### config.mk
export PLATFORM = sky130hd
export DESIGN_NAME = queue_counter
export DESIGN_NICKNAME = d
export VERILOG_FILES = /design/src/rtl/queue_pkg.sv /design/src/rtl/qc_debounce.sv /design/src/rtl/queue_counter.sv
export SDC_FILE = /design/constraint.sdc
export NUM_CORES = 1
export LEC_CHECK = 0
export ABC_AREA = 1
export BUFFER_PORTS_ARGS = -buffer_cell sky130_fd_sc_hd__buf_2
export CAP_MARGIN = 5
export CORE_MARGIN = 2
export CORE_UTILIZATION = 55
export CTS_CLUSTER_DIAMETER = 50
export DETAILED_ROUTE_END_ITERATION = 16
export GPL_ROUTABILITY_DRIVEN = 0
export PLACE_DENSITY = 0.81
export SKIP_CTS_REPAIR_TIMING = 1
export SLEW_MARGIN = 5
export SYNTH_ARGS = -nofsm -noshare
export SYNTH_HDL_FRONTEND = slang
export SYNTH_SLANG_ARGS = --single-unit
### constraint.sdc
create_clock -name clk -period 4.7 [get_ports clk]
set_clock_uncertainty 0.15 [all_clocks]
set_input_delay 0.47 -clock clk [delete_from_list [all_inputs] [get_ports clk]]
set_output_delay 0.47 -clock clk [all_outputs]
set_load 0.03 [all_outputs]
### src/rtl/queue_pkg.sv
// Shared types and constants for the queue occupancy counter.
// The debouncer state type is only used when QUEUE_COUNTER_DEBOUNCE_EN is defined.
package queue_pkg;

    // Debouncer FSM states
    typedef enum logic [1:0] {
        LOW      = 2'd0,
        RISE_CHK = 2'd1,
        HIGH     = 2'd2,
        FALL_CHK = 2'd3
    } deb_state_t;

    // Pcount width: one BCD digit
    localparam int CNT_W         = 4;
    // Estimated wait-time width
    localparam int WT_W          = 8;
    // Width of the debounce stability counter (DEB_CYCLES up to 255)
    localparam int DEB_CNT_W     = 8;
    // Default queue capacity
    localparam int MAX_COUNT_DEF = 7;

endpackage

### src/rtl/qc_debounce.sv
// One sensor channel: 2-flop synchronizer, optional debounce FSM and
// rising-edge detector.
// Build option: QUEUE_COUNTER_DEBOUNCE_EN selects the debounce FSM; when it
// is undefined the second synchronizer stage is the level directly.
//
// rise_pulse is taken from the next-state level, so the downstream count
// register updates on the same edge at which the level register goes high.
// That gives the count change on edge DEB_CYCLES+2 (debounced) or edge 2
// (undebounced), counting from the first edge that samples the raw input high.
//
// state    | meaning
// ---------+-----------------------------------------------------------
// LOW      | level 0, waiting for a synchronized 1
// RISE_CHK | level 0, counting consecutive 1 samples up to DEB_CYCLES
// HIGH     | level 1, waiting for a synchronized 0
// FALL_CHK | level 1, counting consecutive 0 samples up to DEB_CYCLES
module qc_debounce
    import queue_pkg::*;
#(
    parameter int DEB_CYCLES = 4
) (
    input  logic clk,
    input  logic rst,
    input  logic i_sensor,
    output logic level,
    output logic rise_pulse
);

    logic r_sync1;
    logic r_sync2;

    // Two-flop synchronizer for the asynchronous sensor input
    always_ff @(posedge clk) begin
        if (rst) begin
            r_sync1 <= 1'b0;
            r_sync2 <= 1'b0;
        end else begin
            r_sync1 <= i_sensor;
            r_sync2 <= r_sync1;
        end
    end

`ifdef QUEUE_COUNTER_DEBOUNCE_EN
    localparam logic [DEB_CNT_W-1:0] DEB_C = DEB_CYCLES[DEB_CNT_W-1:0];

    deb_state_t           r_state;
    deb_state_t           w_state_nxt;
    logic [DEB_CNT_W-1:0] r_cnt;
    logic [DEB_CNT_W-1:0] w_cnt_nxt;
    logic [DEB_CNT_W-1:0] w_cnt_inc;
    logic                 r_level;
    logic                 w_level_nxt;

    assign w_cnt_inc = r_cnt + DEB_CNT_W'(1);

    // Debounce state, stability counter and level registers
    always_ff @(posedge clk) begin
        if (rst) begin
            r_state <= LOW;
            r_cnt   <= '0;
            r_level <= 1'b0;
        end else begin
            r_state <= w_state_nxt;
            r_cnt   <= w_cnt_nxt;
            r_level <= w_level_nxt;
        end
    end

    // Next-state logic: a level change needs DEB_CYCLES consecutive samples
    always_comb begin
        w_state_nxt = r_state;
        w_cnt_nxt   = r_cnt;
        w_level_nxt = r_level;
        case (r_state)
            LOW: begin
                if (r_sync2) begin
                    if (DEB_CYCLES == 1) begin
                        w_state_nxt = HIGH;
                        w_cnt_nxt   = '0;
                        w_level_nxt = 1'b1;
                    end else begin
                        w_state_nxt = RISE_CHK;
                        w_cnt_nxt   = DEB_CNT_W'(1);
                    end
                end
            end
            RISE_CHK: begin
                if (!r_sync2) begin
                    w_state_nxt = LOW;
                    w_cnt_nxt   = '0;
                end else if (w_cnt_inc == DEB_C) begin
                    w_state_nxt = HIGH;
                    w_cnt_nxt   = '0;
                    w_level_nxt = 1'b1;
                end else begin
                    w_cnt_nxt   = w_cnt_inc;
                end
            end
            HIGH: begin
                if (!r_sync2) begin
                    if (DEB_CYCLES == 1) begin
                        w_state_nxt = LOW;
                        w_cnt_nxt   = '0;
                        w_level_nxt = 1'b0;
                    end else begin
                        w_state_nxt = FALL_CHK;
                        w_cnt_nxt   = DEB_CNT_W'(1);
                    end
                end
            end
            FALL_CHK: begin
                if (r_sync2) begin
                    w_state_nxt = HIGH;
                    w_cnt_nxt   = '0;
                end else if (w_cnt_inc == DEB_C) begin
                    w_state_nxt = LOW;
                    w_cnt_nxt   = '0;
                    w_level_nxt = 1'b0;
                end else begin
                    w_cnt_nxt   = w_cnt_inc;
                end
            end
            default: begin
                w_state_nxt = LOW;
                w_cnt_nxt   = '0;
                w_level_nxt = 1'b0;
            end
        endcase
    end

    assign level      = r_level;
    assign rise_pulse = w_level_nxt & ~r_level;
`else
    // Undebounced: the second synchronizer stage is the level
    assign level      = r_sync2;
    assign rise_pulse = r_sync1 & ~r_sync2;
`endif

    // Reject a debounce length the stability counter cannot hold
    if (DEB_CYCLES < 1 || DEB_CYCLES > 255) begin : g_bad_deb_cycles
        $error("qc_debounce: DEB_CYCLES must be in 1..255");
    end

endmodule

### src/rtl/queue_counter.sv
// Queue occupancy counter: turns rear (entry) and front (exit) photo-sensor
// events into a saturating count with full/empty flags, a dropped-event pulse
// and an estimated wait time. All outputs are registered from the next count.
// Build option: QUEUE_COUNTER_DEBOUNCE_EN enables the per-channel debouncers.
module queue_counter
    import queue_pkg::*;
#(
    parameter int MAX_COUNT  = MAX_COUNT_DEF,
    parameter int DEB_CYCLES = 4,
    parameter int SERVICE_T  = 3
) (
    input  logic            clk,
    input  logic            rst,
    input  logic            entry_sensor,
    input  logic            exit_sensor,
    output logic [CNT_W-1:0] Pcount,
    output logic            full,
    output logic            empty,
    output logic [WT_W-1:0] wtime,
    output logic            drop_err
);

    localparam logic [CNT_W-1:0] MAX_C = MAX_COUNT[CNT_W-1:0];
    localparam logic [WT_W-1:0]  SVC_C = SERVICE_T[WT_W-1:0];

    logic             w_ev_in;
    logic             w_ev_out;
    // Channel levels are not needed by the count logic; kept for probing
    logic [1:0]       w_unused_level;

    logic [CNT_W-1:0] r_pcount;
    logic             r_full;
    logic             r_empty;
    logic [WT_W-1:0]  r_wtime;
    logic             r_drop_err;

    logic [CNT_W-1:0] w_cnt_nxt;
    logic             w_drop_nxt;
    logic [WT_W-1:0]  w_wtime_nxt;

    qc_debounce #(
        .DEB_CYCLES (DEB_CYCLES)
    ) u_deb_entry (
        .clk        (clk),
        .rst        (rst),
        .i_sensor   (entry_sensor),
        .level      (w_unused_level[0]),
        .rise_pulse (w_ev_in)
    );

    qc_debounce #(
        .DEB_CYCLES (DEB_CYCLES)
    ) u_deb_exit (
        .clk        (clk),
        .rst        (rst),
        .i_sensor   (exit_sensor),
        .level      (w_unused_level[1]),
        .rise_pulse (w_ev_out)
    );

    // Next count: saturate at 0 and MAX_COUNT; simultaneous events cancel
    always_comb begin
        w_cnt_nxt  = r_pcount;
        w_drop_nxt = 1'b0;
        case ({w_ev_in, w_ev_out})
            2'b10: begin
                if (r_pcount == MAX_C) begin
                    w_drop_nxt = 1'b1;
                end else begin
                    w_cnt_nxt  = r_pcount + CNT_W'(1);
                end
            end
            2'b01: begin
                if (r_pcount == '0) begin
                    w_drop_nxt = 1'b1;
                end else begin
                    w_cnt_nxt  = r_pcount - CNT_W'(1);
                end
            end
            default: begin
                w_cnt_nxt  = r_pcount;
                w_drop_nxt = 1'b0;
            end
        endcase
    end

    // Wait estimate from the next count: people ahead times service time
    always_comb begin
        w_wtime_nxt = '0;
        if (w_cnt_nxt != '0) begin
            w_wtime_nxt = SVC_C * ({{(WT_W-CNT_W){1'b0}}, w_cnt_nxt} - WT_W'(1));
        end
    end

    // Count, flag and wait-time registers, all updated together
    always_ff @(posedge clk) begin
        if (rst) begin
            r_pcount   <= '0;
            r_full     <= 1'b0;
            r_empty    <= 1'b1;
            r_wtime    <= '0;
            r_drop_err <= 1'b0;
        end else begin
            r_pcount   <= w_cnt_nxt;
            r_full     <= (w_cnt_nxt == MAX_C);
            r_empty    <= (w_cnt_nxt == '0);
            r_wtime    <= w_wtime_nxt;
            r_drop_err <= w_drop_nxt;
        end
    end

    assign Pcount   = r_pcount;
    assign full     = r_full;
    assign empty    = r_empty;
    assign wtime    = r_wtime;
    assign drop_err = r_drop_err;

    // Capacity must stay a single BCD digit and the wait estimate must fit
    if (MAX_COUNT < 1 || MAX_COUNT > 9) begin : g_bad_max_count
        $error("queue_counter: MAX_COUNT must be in 1..9");
    end
    if (SERVICE_T < 0 || SERVICE_T * (MAX_COUNT - 1) > 255) begin : g_bad_service_t
        $error("queue_counter: SERVICE_T*(MAX_COUNT-1) must fit in 8 bits");
    end

endmodule
After elaboration in Yosys (flattened, before gate mapping)
Index checks and enable logic that the tools add are counted.
Word-level totals
  register bits: 19
  latch bits: 0
  bits in writable memories: 0
  ROM bits: 0
  input port bits: 4
  output and inout port bits: 15
  logic and storage cells: 32
  memories kept: 0
Cells by class
  add/subtract/negate cells: 3
  multiply operators: 1
  divide/modulo/power cells: 0
  $lt $le $gt $ge: 0
  equality and inequality tests: 4
  shift-type cells: 0
  multiplexer cells: 6
  bitwise gates (word level): 5
  reduce and logical (&&, ||, !) cells: 4
Operators by type and width (number)
  4-bit by 3-bit == test with 1-bit output (second input constant): 2
  4-bit logical NOT: 2
  3-bit by 5-bit multiplier with 8-bit output (first input constant): 1
  4-bit 2-to-1 mux: 2
  4-bit one-hot mux with 2 select lines: 1
  4-bit by 1-bit subtractor with 5-bit output (second input constant): 1
  4-bit by 1-bit adder with 4-bit output (second input constant): 1
  4-bit nonzero test: 1
  4-bit by 1-bit subtractor with 4-bit output (second input constant): 1
  1-bit inverter: 3
  1-bit bitwise AND: 2
  2-bit by 1-bit == test with 1-bit output (second input constant): 1
  2-bit == test (second input constant): 1
  1-bit 2-to-1 mux: 2
  1-bit one-hot mux with 2 select lines: 1
  2-bit OR reduction: 1

Depth between registers and ports, before layout
  depth after elaboration: 7
  gate-level depth with buffers: 21
  mapped depth without buffers: 21

By module
From an unflattened synthesis, not the netlist that was laid out.
Unflattened totals
  cells, all modules: 164
  area, all modules: 1191.1 µm²
Modules (own cells, without submodules)
  queue_counter: instances 1, cells an instance 150, area each 1073.5 µm², sequential area each 300.3 µm²
  qc_debounce: instances 2, cells an instance 7, area each 58.8 µm², sequential area each 40.0 µm²

Least setup slack after synthesis
No wires, ideal clock.
  kind: register to register
  start: register r_pcount[0], in the netlist Pcount[0]
  end: register r_wtime[6], in the netlist wtime[6]
  setup time: 0.116 ns
  arrival time: 3.283 ns
  required time: 4.434 ns
  path slack: 1.151 ns
  cell stages (with the launch flop): 20
  buffers on the path: 0
  period minus slack after synthesis: 3.549 ns
  cell sequence: dfxtp_1 > inv_1 > ha_1 > nand3_1 > nand2_1 > o21ai_1 > nand2_1 > inv_1 > ha_1 > inv_1 > xor2_1 > ha_1 > ha_1 > inv_1 > fa_1 > or2_2 > a21oi_1 > nand3_1 > nand2_1 > nor2_2
Between the ends
  longest elaborated chain between the ends: 6
  elaborated cells on any way between the ends: 12
  those cells by class: 3 x add/sub; 1 x mul; 1 x eq/ne; 3 x mux; 1 x bitwise; 3 x reduce/logical
RTL lines
  from (decl): line queue_counter.sv:31  | logic [CNT_W-1:0] r_pcount;
  from (signal assigned): line queue_counter.sv:104  | r_pcount <= w_cnt_nxt;
  4-bit by 1-bit subtractor with 4-bit output (tied with other cells): line queue_counter.sv:77  | w_cnt_nxt = r_pcount - CNT_W'(1);
  4-bit 2-to-1 mux, on equally long branches: line queue_counter.sv:74, queue_counter.sv:67
  4-bit one-hot mux with 2 select lines (*): line queue_counter.sv:65  | case ({w_ev_in, w_ev_out})
  via w_cnt_nxt[1]: line queue_counter.sv:37  | logic [CNT_W-1:0] w_cnt_nxt;
  branches (longest 3 deep; another with 3-bit by 5-bit multiplier with 8-bit output)
  to (signal assigned): line queue_counter.sv:107  | r_wtime <= w_wtime_nxt;
  to (decl): line queue_counter.sv:34  | logic [WT_W-1:0] r_wtime;
Mark *: on every way through the listed nets, which the timed path passes.
A chain may end at the register's enable or synchronous reset.

Worst setup path after layout
  start: register u_deb_entry.r_sync1
  end: register r_wtime[6], in the netlist wtime[6]
Between the ends
  longest elaborated chain between the ends: 6
  elaborated cells on any way between the ends: 9
  those cells by class: 1 x add/sub; 1 x mul; 2 x eq/ne; 1 x mux; 2 x bitwise; 2 x reduce/logical
RTL lines
  from (decl): line qc_debounce.sv:29  | logic r_sync1;
  from (signal assigned): line qc_debounce.sv:38  | r_sync1 <= i_sensor;
  1-bit bitwise AND (*): line qc_debounce.sv:136  | assign rise_pulse = r_sync1 & ~r_sync2;
  2-bit by 1-bit == test with 1-bit output or 2-bit == test (tied branches): line queue_counter.sv:65
  4-bit one-hot mux with 2 select lines (*): line queue_counter.sv:65
  via w_cnt_nxt[1]: line queue_counter.sv:37
  branches (longest 3 deep; another with 3-bit by 5-bit multiplier with 8-bit output)
Marks and branches as above.

==> flow_summary.json <==
{
  "finalNetCount": 203,
  "grt_pass1_wl_microns": 3640,
  "cp_slowest_cell": "fa_1",
  "detail_route.iter0.violations": 5,
  "seq_area_frac_synth": 0.309,
  "die_area_sq_um": 2630,
  "initial_core_util": 0.567,
  "vdd_drop_max_v": 0.000351,
  "tns_ns": 0,
  "status": "complete, no violations",
  "syn_area_sq_um": 1230,
  "multi_input_area_sq_um": 711,
  "register_area_sq_um": 380,
  "fin_crit_ns": 3.71,
  "final_util": 0.630,
  "syn_avg_cell_area_sq_um": 7.55,
  "cpMostUsedCell": "inv_1",
  "grt_max_degree": 11,
  "diodes": 0,
  "reg2reg_from": "u_deb_entry.r_sync1",
  "grt_usage": 0.179,
  "arrival_ns": 3.76,
  "worstSetupEndpointType": "flop",
  "min-delay-start": "entry_sensor",
  "critPathLaunchType": "flop",
  "path_cells": "inv_1, nor2_1, inv_1, ha_1, inv_1, nand3_1, nand2_1, inv_1, ha_1, inv_1, xor2_1, ha_1, ha_1, inv_1, fa_1, or2_2, a21oi_1, nand3_1, nand2_1, nor2_2",
  "slowest_delay_ns": 0.37,
  "fp-row-count": 17,
  "port_buffers": 18,
  "hold_class": "in2reg",
  "power_density_nw_per_um2": 450,
  "syn_to_final_growth_pct": 11.1,
  "synthesis.instances": 163,
  "required_ns": 4.75,
  "wire_per_inst_microns": 9.79,
  "critPathKind": "reg2reg",
  "cts_buffers": 3,
  "routed_wl_microns": 2070,
  "ys_warn_count": 0,
  "firstDrtPassIters": 4,
  "dp_hpwl_microns": 1780,
  "cts-root-buf": "clkbuf_4",
  "die_width_microns": 51.3,
  "rsz0062_at_grt": "no",
  "drc": 0,
  "dp.cells": 207,
  "drive_gt1_frac": 0.301,
  "antenna_found_initial": 0,
  "final_hold_viol_count": 0,
  "p_total_mw": 0.615,
  "insertion_delay_ns": 0.30,
  "fin_cells": 211,
  "cts_tree": "built",
  "core_area_sq_um": 2170,
  "cts.clk_slew.worst_paths_ns": 0.10,
  "grt_overflow": 0,
  "crit_start": "u_deb_entry.r_sync1",
  "drtAntennaViolNets": 0,
  "clock_path_buffers": 2,
  "grt_pass1_vias": 929,
  "hold_slack_ns": 0.218,
  "fin_crit_sh": 0.790,
  "ctsHtreeMaxLevel": 1,
  "num_vias": 1002,
  "worst_pin_slew_ns": 0.365,
  "ios": 19,
  "die_h_microns": 51.3,
  "maxSlewHeadroom": 0.756,
  "cap_violations": 0,
  "synth_cell_types": 27,
  "ys_ff_latch": 19,
  "vias_per_cell": 4.75,
  "drv_slew": 0,
  "setup_viol": 0,
  "max_freq_mhz": 269,
  "synth_nets": 182,
  "cp_max_fo": 6,
  "cts.sinks": 19,
  "nFillCells": 214,
  "cellLeakagePower_nw": 0.748
}
## per-layer routing
layer	vias up	global-route usage	share of wire
li1	540	-	-
met1	442	0.206	0.46
met2	15	0.333	0.49
met3	5	0.0380	0.033
met4	0	0.0482	0.015
met5	-	0	0
## cell families after synthesis
family	count (synthesis)	synth area share
AO/OA/AOI/OAI	9	0.0417
XOR/XNOR	1	0.00712
AND/OR/NAND/NOR	85	0.370
buffers and inverters	34	0.114
flip-flops	19	0.309
adder cells (fa/ha/maj)	15	0.159
## worst max-delay path, delay by kind of cell, from the launching register on
family                   cells  cell delay [ns]
adder cells (fa/ha/maj)      5             1.35
AND/OR/NAND/NOR              7             0.88
buffers and inverters        6             0.61
flip-flops                   1             0.32
AO/OA/AOI/OAI                1             0.19
XOR/XNOR                     1             0.11
## report_power, final
part           leakage (nW)  switching [mW]  total, mW  internal, mW
clock                0.0150          0.0473     0.0804        0.0331
sequential            0.156          0.0108      0.197         0.187
combinational         0.576           0.217      0.337         0.120
total                 0.748           0.276      0.615         0.340
## worst paths after layout
| kind | to | depth (start not counted) | slack [ns] |
|---|---|---|---|
| setup reg to reg | wtime[6] | 20 | 0.99 |
| hold reg to reg | u_deb_entry.level | 2 | 0.30 |
| setup / recovery | wtime[6] | 20 | 0.99 |
| hold / removal | u_deb_entry.r_sync1 | 3 | 0.22 |
## cell usage in the layout (no fill, tap or decap)
| cell type | instances |
|---|---|
| a21oi_1 | 4 |
| a21oi_2 | 1 |
| buf_2 | 18 |
| clkbuf_1 | 1 |
| clkbuf_4 | 3 |
| dfxtp_1 | 19 |
| fa_1 | 1 |
| ha_1 | 14 |
| inv_1 | 26 |
| inv_2 | 5 |
| inv_6 | 1 |
| nand2_1 | 31 |
| nand2_2 | 8 |
| nand2_4 | 2 |
| nand3_1 | 11 |
| nand3_2 | 2 |
| nand3_4 | 2 |
| nand4_1 | 2 |
| nor2_1 | 13 |
| nor2_2 | 10 |
| nor2_4 | 1 |
| nor3_1 | 1 |
| nor3_2 | 1 |
| o21a_1 | 1 |
| o21ai_0 | 1 |
| o21ai_1 | 2 |
| or2_2 | 1 |
| xor2_1 | 1 |
## state kept, by name, summed over array words and instances, names as in the netlist
signal,count
u_deb_entry.level,1
u_deb_entry.r_sync1,1
drop_err,1
empty,1
wtime,8
full,1
Pcount,4
u_deb_exit.r_sync1,1
u_deb_exit.level,1
## through the flow
stage	instance area, sq um	worst slack (ns)
after floorplan	1230	1.15
after global placement	1340	1.11
after detailed placement	1340	1.01
after CTS	1370	0.986
after global routing	1370	0.699
final	1370	0.987
## cell type report
class | count | area share
clock buffers | 4 | 0.0192
inverters | 32 | 0.0915
multi-input cells | 110 | 0.520
flip-flops and latches | 19 | 0.278
well taps | 28 | 0.0256
repair buffers | 18 | 0.0659
## cells in the mapped netlist (all sizes together)
cell     n  area (sq um)
xor2     1          8.76
inv     32           125
nand3   15           110
nand4    2          12.5
o21a     1          7.51
nor3     2          15.0
nand2   41           189
ha      14           175
fa       1          20.0
buf      1          11.3
clkbuf   1          3.75
nor2    24           123
o21ai    3          15.0
dfxtp   19           380
or2      1          6.26
a21oi    5          28.8
Note: power is estimated with default switching activity, not from simulation.
